File: src/rtl/cp_zero_pkg.sv
// cp_zero_pkg: shared constants for the CP0 register block.
//   - CP0 register numbers for Status, Cause and EPC
//   - bit positions of the Status and Cause fields
//   - ExcCode values and the helper that picks the next ExcCode
package cp_zero_pkg;

    localparam logic [4:0] REG_STATUS = 5'd12;
    localparam logic [4:0] REG_CAUSE  = 5'd13;
    localparam logic [4:0] REG_EPC    = 5'd14;

    // Status fields
    localparam int ST_IE     = 0;
    localparam int ST_EXL    = 1;
    localparam int ST_IM_LSB = 8;
    // Hardware interrupt i is gated by Status bit i+10, i.e. IM[i+2]
    localparam int IM_INT_OFS = 2;

    // Cause fields
    localparam int CA_EXC_LSB = 2;
    localparam int CA_IP_LSB  = 10;
    localparam int CA_IV      = 23;

    typedef enum logic [4:0] {
        EXC_INT  = 5'd0,
        EXC_NONE = 5'd10,
        EXC_TRAP = 5'd12
    } exc_code_e;

    // Interrupts outrank the trap; with neither pending, report NONE.
    function automatic exc_code_e exc_select(input logic [5:0] ip_next,
                                             input logic       trap_next);
        if (ip_next != 6'd0) return EXC_INT;
        else if (trap_next)  return EXC_TRAP;
        else                 return EXC_NONE;
    endfunction

endpackage

File: src/rtl/cp_zero.sv
// cp_zero: MIPS-style coprocessor 0 with Status (12), Cause (13), EPC (14).
// Ports:
//   clk        rising-edge clock
//   rst        asynchronous active-low reset
//   we1        write enable for register `addr`
//   alu_trap   ALU trap request (level)
//   addr[4:0]  CP0 register number for mfc0/mtc0
//   interrupt  six hardware interrupt lines
//   wd[31:0]   mtc0 write data
//   pcp4       PC+4 of the current instruction (EPC source)
//   exl        exception active (combinational)
//   iv         Cause.IV
//   rd1[31:0]  combinational read data for `addr`
module cp_zero
    import cp_zero_pkg::*;
(
    input  logic        clk,
    input  logic        rst,
    input  logic        we1,
    input  logic        alu_trap,
    input  logic [4:0]  addr,
    input  logic [5:0]  interrupt,
    input  logic [31:0] wd,
    input  logic [31:0] pcp4,
    output logic        exl,
    output logic        iv,
    output logic [31:0] rd1
);

    logic [7:0]  im;
    logic        exl_reg;
    logic        ie;
    logic [5:0]  ip;
    logic        trap_flag;
    logic        trap_seen;
    exc_code_e   exc_code;
    logic        iv_reg;
    logic [31:0] epc;

    logic        wr_status, wr_cause, wr_epc;
    logic [5:0]  im_int, req, ip_rd, ip_next;
    logic        trap_pend, trap_flag_next, epc_capture;

    assign wr_status = we1 && (addr == REG_STATUS);
    assign wr_cause  = we1 && (addr == REG_CAUSE);
    assign wr_epc    = we1 && (addr == REG_EPC);

    assign im_int  = im[IM_INT_OFS +: 6];
    assign req     = interrupt & im_int & {6{ie}};
    assign ip_rd   = ip | req;
    // Masked with the pre-write IM, so clearing a mask bit drops IP one edge later.
    assign ip_next = ip_rd & im_int;

    // One trap per alu_trap pulse: trap_seen blocks re-arming until the line drops.
    assign trap_pend      = alu_trap & ~trap_seen;
    // A new trap beats a simultaneous IE=1 write that would clear the flag.
    assign trap_flag_next = trap_pend | (trap_flag & ~(wr_status & wd[ST_IE]));

    // EPC only latches on entry from the idle state, not while already handling.
    assign epc_capture = (ip == 6'd0) && !trap_flag && ((req != 6'd0) || trap_pend);

    assign exl = (|ip_rd) | trap_flag | trap_pend;
    assign iv  = iv_reg;

    always_ff @(posedge clk or negedge rst) begin
        if (!rst) begin
            im        <= '0;
            exl_reg   <= 1'b0;
            ie        <= 1'b0;
            ip        <= '0;
            trap_flag <= 1'b0;
            trap_seen <= 1'b0;
            exc_code  <= EXC_NONE;
            iv_reg    <= 1'b0;
            epc       <= '0;
        end else begin
            if (wr_status) begin
                im      <= wd[ST_IM_LSB +: 8];
                ie      <= wd[ST_IE];
                exl_reg <= wd[ST_EXL] & ~wd[ST_IE];
            end
            if (wr_cause)
                iv_reg <= wd[CA_IV];

            ip        <= ip_next;
            trap_flag <= trap_flag_next;
            if (trap_pend)
                trap_seen <= 1'b1;
            else if (!alu_trap)
                trap_seen <= 1'b0;
            exc_code  <= exc_select(ip_next, trap_flag_next);

            if (epc_capture)
                epc <= pcp4;
            else if (wr_epc)
                epc <= wd;
        end
    end

    always_comb begin
        rd1 = '0;
        case (addr)
            REG_STATUS: begin
                rd1[ST_IM_LSB +: 8] = im;
                rd1[ST_EXL]         = exl_reg | trap_flag | trap_pend;
                rd1[ST_IE]          = ie;
            end
            REG_CAUSE: begin
                rd1[CA_IV]             = iv_reg;
                rd1[CA_IP_LSB +: 6]    = ip_rd;
                rd1[CA_EXC_LSB +: 5]   = exc_code;
            end
            REG_EPC: rd1 = epc;
            default: rd1 = '0;
        endcase
    end

endmodule

File: config.mk
export PLATFORM = sky130hd
export DESIGN_NAME = cp_zero
export DESIGN_NICKNAME = d
export VERILOG_FILES = /design/src/rtl/cp_zero_pkg.sv /design/src/rtl/cp_zero.sv
export SDC_FILE = /design/constraint.sdc
export NUM_CORES = 1
export LEC_CHECK = 0
export CELL_PAD_IN_SITES_DETAIL_PLACEMENT = 0
export CELL_PAD_IN_SITES_GLOBAL_PLACEMENT = 1
export CORE_MARGIN = 1.5
export CORE_UTILIZATION = 34
export CTS_CLUSTER_SIZE = 25
export DETAILED_ROUTE_END_ITERATION = 10
export PLACE_DENSITY_LB_ADDON = 0.1
export SYNTH_ARGS = -nofsm -noshare
export SYNTH_HDL_FRONTEND = slang
export SYNTH_SLANG_ARGS = --single-unit
File: constraint.sdc
create_clock -name clk -period 2.1 [get_ports clk]
set_input_delay 0.21 -clock clk [delete_from_list [all_inputs] [get_ports clk]]
set_output_delay 0.21 -clock clk [all_outputs]
set_load 0.05 [all_outputs]
==> flow_summary.toml <==
[yosys]
yosys.area_share.xor_xnor = 0
ys_seq_elements = 54
synthesis.area_um2 = 3050
synth_top_area_share = 0.427
ys_seq_area_frac = 0.444
syn_avg_cell_area_um2 = 12.0
yosys.area_share.simple = 0.127
ys_warn_count = 0
synth-edff-count = 0
synth_most_common_cell = "dfrtp_1"
synthCells = 255
synth-main-ff-cell = "dfrtp_1"
synth_compound_area_frac = 0.0714
synth_cell_types = 40
synth_nets = 334
synthTopCellsByCount = "dfrtp_1, mux2_4, mux2_2"
synth.area.mux_share = 0.316
synth_largest_area_cell = "dfrtp_1"
synth_fa_ha_area_frac = 0
synth_async_sr_flop_share = 1.00
synthTopCellsByArea = "dfrtp_1, mux2_4, mux2_2, mux2_1, and2_1"
synth_top_family_by_area = "multiplexers"

[cells_and_area]
diodes = 0
top_regs = "epc: 32 flops, im: 8 flops, ip: 6 flops"
design_area_um2 = 4860
largest_register = "epc"
fillCellCount = 760
largest_reg_flops = 32
register_area_um2 = 1350
fin_nets = 459
multi_input_comb_area_um2 = 1590
drive_gt1_frac = 0.339
area_growth_pct = 59.3

[sta]
period_minus_slack_ns = 2.03
relSlewSlack = 0.629
fin_setup_tns_ns = 0
worstMarginPinSlew_ns = 0.554
drv_slew = 0
fmax_mhz = 492
fin_crit_sh = 0.968
rsz0062_at_grt = "yes"
timing_hold_violations_final = 0
skew_ns = 0.00911
setup_viol = 0

[critical_path]
crit_type = "input pin to primary output"
cpMostUsedCell = "buf_4"
start_kind = "input pin"
cp_cell_sequence = "clkdlybuf4s50_1, nand4bb_4, buf_4, nor2_2, buf_4, a22o_1, buf_12"
worst-path-buf-inv = 4
critPathTopFamily = "buffers and inverters"
reg2reg_from = "im[4]"
worstPathRequired_ns = 1.89
cp.arrival_ns = 1.82
slowest_stage = "clkdlybuf4s50_1"
cp-startpoint = "addr[0]"
critical-path-max-stage-delay_ns = 0.44
path_max_fanout = 11
endpoint_kind = "primary output"

[routing]
via_per_inst = 4.83
dr.pass1.iters = 4
wl_um = 7910
vias = 2363
drc = 0
postRouteAntennaNets = 0
routedWlPerCell_um = 16.2
dr.first_iter.drc_count = 59

[power_and_ir_drop]
p_comb_frac = 0.330
p_total_mw = 3.07
internal_power_mw = 2.23
p_seq_frac = 0.481
p_sw_frac = 0.274
power_density_nw_per_um2 = 632
clock_power_share = 0.189
p_leak_nw = 2.15
irDropWorstVdd_uv = 318
switchingPower_mw = 0.842

[placed_design]
placed_cell_area_um2 = 4740
dp.final_hpwl_um = 6000
place.gp.congestion = 0.789
port_buffers = 112

[die]
die_w_um = 97.7
initial_utilization = 0.350
fp.dieArea_um2 = 9550
core_um2 = 8720
ioPinCount = 113
rows = 34
fp.dieH_um = 97.7

[cts]
clock-sinks = 54
cts_tree = "yes"
clk_latency_ns = 0.30
numCtsBuffers = 5
clkTransAtPathRegs_ns = 0.09
clockBufferDepth = 2
root_buffer = "clkbuf_8"
h-tree-depth = 2

[grt]
grt_pass1_wl_um = 12500
grt.busiest_layer = "met2"
antenna_found_initial = 0
use_met1 = 0.225
grt_usage = 0.165
use_met3 = 0.0460
grt_start_max_net_pins = 27
use_met2 = 0.259
grt_pass1_vias = 2409
grt_remaining_overflow = 0

[hold_path]
hold_path_startpoint = "alu_trap"
hold_path_class = "input pin to flop"

[outcome]
outcome = "finished clean"

[run]
max_cap_viol_count = 0
## path summary, 6_finish.rpt
| path | end | slack, ns | cells past startpoint |
|---|---|---|---|
| max | rd1[3] | 0.07 | 7 |
| min | trap_seen | 0.37 | 1 |
| max reg2reg | epc[0] | 0.28 | 5 |
| min reg2reg | exl_reg | 0.50 | 2 |
| max in group asynchronous | exc_code[3] | 1.08 | 3 |
| min in group asynchronous | ip[0] | 0.40 | 2 |
## kinds of logic (layout without fill, tap and decap cells)
group                  count (synthesis)  count (layout)
AND/OR/NAND/NOR                       70              70
buffers and inverters                 22             148
AO/OA/AOI/OAI                         33              33
flip-flops                            54              54
multiplexers                          76              76
## power by group through the flow
| stage | sequential [mW] | clock (mW) | combinational, mW |
|---|---|---|---|
| after global routing | 1.51 | 0.652 | 1.09 |
| final | 1.48 | 0.581 | 1.01 |
| after detailed placement | 1.49 | 0 | 1.01 |
| after global placement | 1.49 | 0 | 0.988 |
| after CTS | 1.48 | 0.609 | 1.01 |
| after floorplan | 1.44 | 0 | 0.677 |
## cell type report
cell class | count | area share
repair buffers | 133 | 0.344
multi-input cells | 179 | 0.327
flip-flops and latches | 54 | 0.279
well taps | 108 | 0.0278
clock buffers | 6 | 0.0149
inverters | 7 | 0.00541
clock inverters | 2 | 0.00283
## stage by stage
stage	instances	utilization	setup slack (ns)	hold WS, ns
after floorplan	255	-	0.188	-0.0856
after global placement	479	0.543	-0.0185	0.214
after detailed placement	479	0.543	-0.0186	0.220
after CTS	488	0.554	0.0146	0.364
after global routing	489	0.557	-0.0218	0.369
final	489	0.557	0.0666	0.368
## layer usage
metal | wire (um) | part of all wire | vias to the layer above
met5 | 0 | 0 | -
met4 | 72 | 0.0091 | 0
met3 | 499 | 0.063 | 6
met2 | 3620 | 0.46 | 74
met1 | 3720 | 0.47 | 1134
li1 | - | - | 1149
## repair_timing
action | 4_1_cts | 5_1_grt
buffers inserted | 0 | 1
hold endpoints to repair | 18 | 0
hold buffers | 1 | 0
gates resized for setup | 0 | 1
endpoints found under the setup margin | 0 | 21
## cell usage in the layout (no fill, tap or decap), drive strengths merged, types with 2 or more instances in the layout
cell | netlist | layout
clkdlybuf4s50 | 0 | 78
mux2 | 73 | 73
buf | 10 | 54
dfrtp | 52 | 52
nand2 | 23 | 23
and2 | 19 | 19
nor2 | 13 | 13
o21ai | 8 | 8
inv | 7 | 7
a21oi | 7 | 7
a22oi | 6 | 6
clkbuf | 5 | 6
a22o | 4 | 4
nor2b | 3 | 3
mux2i | 3 | 3
nand3 | 2 | 2
o22ai | 2 | 2
dfstp | 2 | 2
nor4 | 2 | 2
clkinv | 0 | 2
Power figures use the tool's default switching activity.
